[config.mk]
export PLATFORM = sky130hd
export DESIGN_NAME = multicycle_control_fsm
export DESIGN_NICKNAME = d
export VERILOG_FILES = /design/src/rtl/multicycle_control_fsm.sv
export SDC_FILE = /design/constraint.sdc
export NUM_CORES = 1
export LEC_CHECK = 0
export CORE_ASPECT_RATIO = 0.75
export CORE_MARGIN = 4
export CORE_UTILIZATION = 53
export DETAILED_ROUTE_END_ITERATION = 8
export GPL_TIMING_DRIVEN = 1
export PLACE_DENSITY_LB_ADDON = 0.15
export SYNTH_ARGS = -nofsm -noshare
export SYNTH_HDL_FRONTEND = slang
export SYNTH_SLANG_ARGS = --single-unit
export TNS_END_PERCENT = 50
[constraint.sdc]
create_clock -name clk_i -period 3.3 [get_ports clk_i]
set_input_delay 0.33 -clock clk_i [delete_from_list [all_inputs] [get_ports clk_i]]
set_output_delay 0.33 -clock clk_i [all_outputs]
set_load 0.05 [all_outputs]
[src/rtl/multicycle_control_fsm.sv]
// Multicycle RV32I control FSM: sequences fetch/decode/execute over a shared ALU and memory.
// Optional: define ILLEGAL_TRAP_EN to trap on unlisted opcodes and raise illegal_o.
module multicycle_control_fsm #(
  parameter int unsigned CNT_W       = 32,
  parameter int unsigned MEM_TIMEOUT = 15
) (
  input  logic             clk_i,
  input  logic             rstN_i,
  input  logic [6:0]       op_i,
  input  logic             memReady_i,
  output logic [3:0]       state_o,
  output logic             pcWrite_o,
  output logic             irWrite_o,
  output logic             adrSrc_o,
  output logic             memRead_o,
  output logic             memWrite_o,
  output logic             regWrite_o,
  output logic [1:0]       aluSrcA_o,
  output logic [1:0]       aluSrcB_o,
  output logic [1:0]       aluOp_o,
  output logic [1:0]       resultSrc_o,
  output logic [2:0]       immSrc_o,
  output logic [1:0]       branch_o,
  output logic             instrRetired_o,
  output logic [CNT_W-1:0] retireCount_o,
  output logic             memErr_o,
  output logic             illegal_o
);

  localparam int unsigned WAIT_W = $clog2(MEM_TIMEOUT + 2);

  localparam logic [6:0] OP_LOAD  = 7'b0000011;
  localparam logic [6:0] OP_STORE = 7'b0100011;
  localparam logic [6:0] OP_R     = 7'b0110011;
  localparam logic [6:0] OP_I     = 7'b0010011;
  localparam logic [6:0] OP_BR    = 7'b1100011;
  localparam logic [6:0] OP_JAL   = 7'b1101111;
  localparam logic [6:0] OP_JALR  = 7'b1100111;
  localparam logic [6:0] OP_LUI   = 7'b0110111;

  typedef enum logic [3:0] {
    S_IDLE     = 4'd0,
    S_FETCH    = 4'd1,
    S_DECODE   = 4'd2,
    S_MEMADR   = 4'd3,
    S_MEMREAD  = 4'd4,
    S_MEMWB    = 4'd5,
    S_MEMWRITE = 4'd6,
    S_EXECR    = 4'd7,
    S_EXECI    = 4'd8,
    S_ALUWB    = 4'd9,
    S_BRANCH   = 4'd10,
    S_JAL      = 4'd11,
    S_JALR     = 4'd12,
    S_JALRLINK = 4'd13,
    S_LUI      = 4'd14,
    S_TRAP     = 4'd15
  } state_t;

`ifdef ILLEGAL_TRAP_EN
  localparam state_t S_ILLEGAL = S_TRAP;
`else
  localparam state_t S_ILLEGAL = S_FETCH;
`endif

  state_t            r_state;
  state_t            w_next;
  logic [WAIT_W-1:0] r_wait;
  logic [CNT_W-1:0]  r_count;
  logic              r_mem_err;
  logic              w_wait_st;
  logic              w_timeout;
  logic              w_op_legal;

  assign w_wait_st = (r_state == S_FETCH) || (r_state == S_MEMREAD) || (r_state == S_MEMWRITE);
  assign w_timeout = (MEM_TIMEOUT != 0) && w_wait_st && !memReady_i &&
                     (r_wait == WAIT_W'(MEM_TIMEOUT));
  assign w_op_legal = (op_i == OP_LOAD) || (op_i == OP_STORE) || (op_i == OP_R) ||
                      (op_i == OP_I) || (op_i == OP_BR) || (op_i == OP_JAL) ||
                      (op_i == OP_JALR) || (op_i == OP_LUI);

  // Next-state logic; ready in a wait state always beats the timeout.
  always_comb begin
    w_next = r_state;
    case (r_state)
      S_IDLE:     w_next = S_FETCH;
      S_FETCH:    if (memReady_i) w_next = S_DECODE;
                  else if (w_timeout) w_next = S_TRAP;
      S_DECODE: begin
        if (!w_op_legal) w_next = S_ILLEGAL;
        else if (op_i == OP_LOAD || op_i == OP_STORE) w_next = S_MEMADR;
        else if (op_i == OP_R) w_next = S_EXECR;
        else if (op_i == OP_I) w_next = S_EXECI;
        else if (op_i == OP_BR) w_next = S_BRANCH;
        else if (op_i == OP_JAL) w_next = S_JAL;
        else if (op_i == OP_JALR) w_next = S_JALR;
        else w_next = S_LUI;
      end
      S_MEMADR:   w_next = (op_i == OP_LOAD) ? S_MEMREAD : S_MEMWRITE;
      S_MEMREAD:  if (memReady_i) w_next = S_MEMWB;
                  else if (w_timeout) w_next = S_TRAP;
      S_MEMWB:    w_next = S_FETCH;
      S_MEMWRITE: if (memReady_i) w_next = S_FETCH;
                  else if (w_timeout) w_next = S_TRAP;
      S_EXECR:    w_next = S_ALUWB;
      S_EXECI:    w_next = S_ALUWB;
      S_ALUWB:    w_next = S_FETCH;
      S_BRANCH:   w_next = S_FETCH;
      S_JAL:      w_next = S_ALUWB;
      S_JALR:     w_next = S_JALRLINK;
      S_JALRLINK: w_next = S_ALUWB;
      S_LUI:      w_next = S_FETCH;
      S_TRAP:     w_next = S_TRAP;
      default:    w_next = S_IDLE;
    endcase
  end

  // State, wait counter, retire counter and sticky error flag.
  always_ff @(posedge clk_i or negedge rstN_i) begin
    if (!rstN_i) begin
      r_state   <= S_IDLE;
      r_wait    <= '0;
      r_count   <= '0;
      r_mem_err <= 1'b0;
    end else begin
      r_state <= w_next;
      if (w_wait_st && !memReady_i && (w_next == r_state)) begin
        if (r_wait != '1) r_wait <= r_wait + WAIT_W'(1);
      end else begin
        r_wait <= '0;
      end
      if (instrRetired_o) r_count <= r_count + CNT_W'(1);
      if (w_timeout) r_mem_err <= 1'b1;
    end
  end

`ifdef ILLEGAL_TRAP_EN
  logic r_illegal;

  always_ff @(posedge clk_i or negedge rstN_i) begin
    if (!rstN_i) r_illegal <= 1'b0;
    else if (r_state == S_DECODE && !w_op_legal) r_illegal <= 1'b1;
  end

  assign illegal_o = r_illegal;
`else
  assign illegal_o = 1'b0;
`endif

  assign state_o       = r_state;
  assign retireCount_o = r_count;
  assign memErr_o      = r_mem_err;

  // Moore decode of datapath controls; FETCH strobes and MEMWRITE retire follow memReady_i.
  always_comb begin
    pcWrite_o      = 1'b0;
    irWrite_o      = 1'b0;
    adrSrc_o       = 1'b0;
    memRead_o      = 1'b0;
    memWrite_o     = 1'b0;
    regWrite_o     = 1'b0;
    aluSrcA_o      = 2'b00;
    aluSrcB_o      = 2'b00;
    aluOp_o        = 2'b00;
    resultSrc_o    = 2'b00;
    immSrc_o       = 3'b000;
    branch_o       = 2'b00;
    instrRetired_o = 1'b0;
    case (r_state)
      S_FETCH: begin
        memRead_o   = 1'b1;
        aluSrcB_o   = 2'b10;
        resultSrc_o = 2'b10;
        irWrite_o   = memReady_i;
        pcWrite_o   = memReady_i;
      end
      S_DECODE: begin
        aluSrcA_o = 2'b01;
        aluSrcB_o = 2'b01;
        case (op_i)
          OP_STORE: immSrc_o = 3'b001;
          OP_BR:    immSrc_o = 3'b010;
          OP_JAL:   immSrc_o = 3'b011;
          OP_LUI:   immSrc_o = 3'b100;
          default:  immSrc_o = 3'b000;
        endcase
      end
      S_MEMADR: begin
        aluSrcA_o = 2'b10;
        aluSrcB_o = 2'b01;
        immSrc_o  = (op_i == OP_STORE) ? 3'b001 : 3'b000;
      end
      S_MEMREAD: begin
        adrSrc_o  = 1'b1;
        memRead_o = 1'b1;
      end
      S_MEMWB: begin
        resultSrc_o    = 2'b01;
        regWrite_o     = 1'b1;
        instrRetired_o = 1'b1;
      end
      S_MEMWRITE: begin
        adrSrc_o       = 1'b1;
        memWrite_o     = 1'b1;
        instrRetired_o = memReady_i;
      end
      S_EXECR: begin
        aluSrcA_o = 2'b10;
        aluOp_o   = 2'b10;
      end
      S_EXECI: begin
        aluSrcA_o = 2'b10;
        aluSrcB_o = 2'b01;
        aluOp_o   = 2'b10;
      end
      S_ALUWB: begin
        regWrite_o     = 1'b1;
        instrRetired_o = 1'b1;
      end
      S_BRANCH: begin
        aluSrcA_o      = 2'b10;
        aluOp_o        = 2'b01;
        branch_o       = 2'b01;
        immSrc_o       = 3'b010;
        instrRetired_o = 1'b1;
      end
      S_JAL: begin
        pcWrite_o = 1'b1;
        branch_o  = 2'b10;
        aluSrcA_o = 2'b01;
        aluSrcB_o = 2'b10;
        immSrc_o  = 3'b011;
      end
      S_JALR: begin
        aluSrcA_o   = 2'b10;
        aluSrcB_o   = 2'b01;
        resultSrc_o = 2'b10;
        pcWrite_o   = 1'b1;
        branch_o    = 2'b11;
      end
      S_JALRLINK: begin
        aluSrcA_o = 2'b01;
        aluSrcB_o = 2'b10;
      end
      S_LUI: begin
        immSrc_o       = 3'b100;
        resultSrc_o    = 2'b11;
        regWrite_o     = 1'b1;
        instrRetired_o = 1'b1;
      end
      default: ;
    endcase
  end

endmodule

Word-level counts from Yosys, hierarchy flattened
Index checks and enable logic that the tools add are counted.
{"block": "classes", "n_addsub": 2, "multipliers": 0, "div_mod_pow": 0, "magnitude_cmp": 0, "n_eq_ne": 27, "shift": 0, "muxes": 30, "n_bitwise": 0, "n_reduce_logical": 27}
{"op": "$pmux 4 s9", "count": 1}
{"op": "$add 32x1->32 const B", "count": 1}
{"op": "$eq 4x4->1 const B", "count": 8}
{"op": "$mux 4", "count": 7}
{"op": "$eq 7x6->1 const B", "count": 3}
{"op": "$eq 7x7->1 const B", "count": 3}
{"op": "$eq 4x3->1 const B", "count": 4}
{"op": "$pmux 3 s5", "count": 1}
{"op": "$pmux 2 s2", "count": 3}
{"op": "$pmux 2 s3", "count": 2}
{"op": "$pmux 3 s4", "count": 1}
{"op": "$reduce_or 4->1", "count": 3}
{"op": "$mux 5", "count": 2}
{"op": "$reduce_or 2->1", "count": 5}
{"op": "$reduce_or 5->1", "count": 2}
{"op": "$logic_or 1x1->1", "count": 9}
{"op": "$mux 3", "count": 3}
{"op": "$reduce_or 3->1", "count": 3}
{"op": "$eq 4x2->1 const B", "count": 2}
{"op": "$eq 7x2->1 const B", "count": 1}
{"op": "$eq 7x5->1 const B", "count": 1}
{"op": "$mux 1", "count": 6}
{"op": "$add 5x1->5 const B", "count": 1}
{"op": "$eq 5x4->1 const B", "count": 1}
{"op": "other kinds (9)", "count": 13}
{"block": "word_totals", "ff_bits": 42, "latchBits": 0, "ram_bits": 0, "romBits": 0, "input_bits": 10, "word_cells": 90, "n_memories": 0}

Depth between registers and ports, before layout
Gate-level depths: netlist of the first run.
{"block": "logic_depth", "word_depth": 13, "mapped_depth": 7}

Least setup slack after synthesis of the first run
No wires, ideal clock.
{"block": "synth_timing", "path_type": "flip-flop to output port", "start": "register r_state[3], in the netlist state_o[3]", "end": "output port aluOp_o[0]", "t_arrival_ns": 2.614, "t_required_ns": 2.970, "setup_slack_ns": 0.356, "path_stages_with_launch": 5, "path_cell_list": "dfrtp_1 buf_2 clkbuf_1 buf_1 nor3b_1"}
{"block": "synth_between", "elab_chain_cells": 3}
{"item": "start, declared", "line_no": "66", "text": "state_t r_state;"}
{"item": "start signal, assigned", "line_no": "126", "text": "r_state <= w_next;"}
{"item": "$eq 4x4->1 / $eq 4x3->1 (equally long branches)", "line_no": "169", "text": "case (r_state)"}
{"item": "$reduce_or 2->1 (no line)"}
{"item": "$pmux 2 s2 (*)", "line_no": "169"}
{"item": "end, declared", "line_no": "20", "text": "output logic [1:0] aluOp_o,"}
Every way passes the cells marked *; elsewhere a longest branch is shown, timed or not.

Worst setup path after layout of the first run
{"block": "layout_timing", "start": "input port op_i[5]", "end": "output port immSrc_o[1]"}
{"block": "layout_between", "elab_chain_cells": 3}
{"item": "start, declared", "line_no": "9", "text": "input logic [6:0] op_i,"}
{"item": "$eq 7x6->1 / $eq 7x7->1 (equally long branches)", "line_no": "180", "text": "case (op_i)"}
{"item": "$pmux 3 s4 (*)", "line_no": "180"}
{"item": "$pmux 3 s5 (*)", "line_no": "169"}
{"item": "end, declared", "line_no": "22", "text": "output logic [2:0] immSrc_o,"}
Marked as above.

==> results.cfg, run 1 <==
[status]
status = finished clean

[cts]
clock_path_buffers = 2
clock_sinks = 42
cts-htree-levels = 2
root_buffer = clkbuf_8
clk_pin_slew_ns = 0.07
cts_resized = 0
post_cts.repair.setup_buffers = 0
hold_buffers = 0
cts_tree = built
insertion_delay_ns = 0.30
numCtsBuffers = 5

[detailed_routing]
drc = 0
topRoutingLayerUsed = met4
wirelength_um = 6344
vias = 2399
met1_length_um = 3090
wl_met2_um = 2742
ant_nets = 0
drt-wirelength-per-cell_um = 15.59
drt-initial-drc-count = 187
first_pass_iters = 4
wl_met3_um = 409
viasPerCell = 5.894

[worst_hold_path]
hold_class = input port to asynchronous set/reset pin

[cells_and_area]
final-seq-area_sq_mm = 0.001051
fin_cells = 407
finalInstanceArea_sq_mm = 0.003467
multiInputGateArea_sq_mm = 0.001548
drive_above_1_share_pct = 10.09
post-route-util_pct = 70.37
area_delta_synth_final_pct = 27.58
nets = 360
antennaDiodeCount = 0
n_fill_cell = 376

[grt]
overflow = 0
grt_pass1_wl_um = 10760
grt_max_degree = 43
grt_use_total_pct = 20.55
grt_pass1_vias = 2198
antenna_found_initial = 0

[logic_synthesis]
synth_most_common_cell = dfrtp_1
ys_warn_count = 0
synth_compound_area_share_pct = 9.346
syn_nets = 304
yosysTopAreaCell = dfrtp_1
async_flop_share_pct = 100.0
ys_seq_area_share_pct = 38.67
synth.distinct_cells = 55
synth_xor_area_share_pct = 12.25
ys.flop_type = dfrtp_1
syn-cell-area_sq_mm = 0.002718
yosys_register_bits = 42
synth-edff-count = 0
syn_area_per_cell_sq_um = 9.371
synth_common_cells = 42 x dfrtp_1, 32 x xor2_1, 27 x nand2_1
synth-simple-area-share_pct = 32.00
synth_top_area_share_pct = 38.67
synth_fa_ha_area_share_pct = 1.842
syn-instance-count = 290
synth.area.top_cells = dfrtp_1 39%, xor2_1 10%, nand2_1 3.7%
synthMuxAreaShare_pct = 1.151
synth_top_family_by_area = simple AND/OR/NAND/NOR gates

[placement]
placed_cell_area_sq_mm = 0.003372
hpwl_um = 4603
finalWeightedCongestion = 0.7908
port_buffers = 66
place_inst = 399

[timing]
layout_min_cycle_time_ns = 3.002
clock_skew_ns = 0.01006
drv_slew = 0
post-route-period-util_pct = 90.98
max_freq_mhz = 333.1
maxSlewHeadroom_pct = 40.91
worst_slew_pin_slew_ns = 0.8863
hold_violations = 0
rsz0062_at_grt = no
fin_setup_tns_ns = 0
setup_viol = 0

[die]
row_count = 22
die_w_um = 90.69
start_util_pct = 55.15
ios = 68
die_area_sq_mm = 0.006349
core_area_sq_mm = 0.004927
die_h_um = 70.02

[critical_path]
worstSetupPathType = input port to output pin
worstPathRequired_ns = 2.97
cp-startpoint = op_i[5]
cp-endpoint = immSrc_o[1]
worstSetupStartpointType = input port
timing.critical_path.cells = clkdlybuf4s50_1 > nand3b_1 > or2_2 > nor4_1 > o21ba_2 > clkdlybuf4s50_1
crit-reg2reg-launch = retireCount_o[9]
cpPeakStageDelay_ns = 0.79
path_max_fanout = 8
cp_slowest_cell = clkdlybuf4s50_1
worst-r2r-cell-count = 4
path_common_cell = clkdlybuf4s50_1
critPathArrivalTime_ns = 2.67
critPathCaptureType = output pin
rrSetupSlack_ns = 1.02
r2r_end = retireCount_o[26]

[pwr]
p_clk_share_pct = 12.9
swShare_pct = 51.81
power_switching_mw = 1.376
p_per_area_mw_per_mm2 = 765.8
intPower_mw = 1.279
seqPwrFrac_pct = 27.0
p_leak_nw = 1.495
ir_drop_v = 0.0004285
p_comb_share_pct = 60.0

[run]
cap_violations = 0
==> worst max-delay path: cells and delay by family <==
family / cells / cell delay [ns]
AO/OA/AOI/OAI: 1 / 0.16
AND/OR/NAND/NOR: 3 / 0.77
buffers and inverters: 2 / 1.41
==> logic make-up after synthesis <==
| family | count (synthesis) |
|---|---|
| AND/OR/NAND/NOR | 140 |
| buffers and inverters | 25 |
| multiplexers | 3 |
| flip-flops | 42 |
| other | 1 |
| AO/OA/AOI/OAI | 37 |
| XOR/XNOR | 38 |
| adder cells (fa/ha/maj) | 4 |
==> final cells by class <==
class	count	share of cell area, %
sequential	42	30.31
multi-input combinational	223	44.64
clock buffer	6	2.382
timing repair buffer	70	19.70
inverter	4	0.4331
clock inverter	2	0.3609
tap	60	2.165
==> cells in the final DEF (no fill, tap or decap), types with 2 or more instances in the layout <==
master	netlist	routed
a21oi_1	8	8
and2_1	2	2
and3_1	5	5
buf_4	1	5
clkbuf_8	0	6
clkdlybuf4s50_1	0	64
dfrtp_1	42	42
ha_1	4	4
inv_1	4	4
mux2i_1	2	2
nand2_1	27	27
nand2b_1	7	7
nand3_1	13	13
nand3b_1	3	3
nand4_1	8	8
nand4b_1	2	2
nor2_1	10	10
nor2b_1	9	9
nor3_1	12	12
nor3b_1	5	5
nor4_1	12	12
nor4_2	7	7
nor4_4	2	2
nor4b_1	2	2
o21ai_0	8	8
o22ai_1	4	4
o31ai_1	2	2
or2_2	3	3
or3_1	2	2
or4_1	4	4
or4b_2	2	2
xnor2_1	6	6
xor2_1	32	32
==> metrics by stage <==
stage	power [mW]	worst slack (ns)	hold WS [ns]
floorplan	1.836	0.3560	0.03441
global placement	2.305	0.3698	0.4516
detailed placement	2.317	0.3167	0.4637
CTS	2.662	0.3093	0.1925
global route	2.807	0.1463	0.2459
finish	2.655	0.2975	0.1567
==> power groups by stage <==
stage	logic [mW]	clock network, mW	registers (mW)
6_report	1.59	0.344	0.718
4_1_cts	1.60	0.350	0.715
3_5_place_dp	1.59	0	0.726
2_1_floorplan	1.01	0	0.823
5_1_grt	1.69	0.379	0.735
3_3_place_gp	1.58	0	0.721
==> registers in the layout, indices dropped and copies added, names as in the netlist <==
name,cells
retireCount_o,32
memErr_o,1
state_o,4
r_wait,5
==> routing by layer <==
layer	GRT usage (%)	vias up
li1	-	1162
met1	30.35	1152
met2	29.91	73
met3	4.306	12
met4	6.621	0
met5	0	-
==> how the worst min path moves through the flow <==
stage	cells past startpoint	endpoint	from
6_report	1	retireCount_o[0]	rstN_i
4_1_cts	1	state_o[0]	rstN_i
5_1_grt	1	retireCount_o[17]	rstN_i
2_1_floorplan	0	memErr_o	rstN_i
3_5_place_dp	1	retireCount_o[31]	retireCount_o[31]
3_3_place_gp	1	memErr_o	memErr_o
Note: power is estimated with default switching activity, not from simulation.
==> run 2, diff against run 1 <==
--- a/config.mk
+++ b/config.mk
@@ -8,6 +8,7 @@
 export CORE_ASPECT_RATIO = 0.75
 export CORE_MARGIN = 4
 export CORE_UTILIZATION = 53
+export CTS_CLUSTER_DIAMETER = 120
 export DETAILED_ROUTE_END_ITERATION = 8
 export GPL_TIMING_DRIVEN = 1
 export PLACE_DENSITY_LB_ADDON = 0.15
==> results of run 2 <==
Final layout, timing and power as in run 1 (identical DEF).
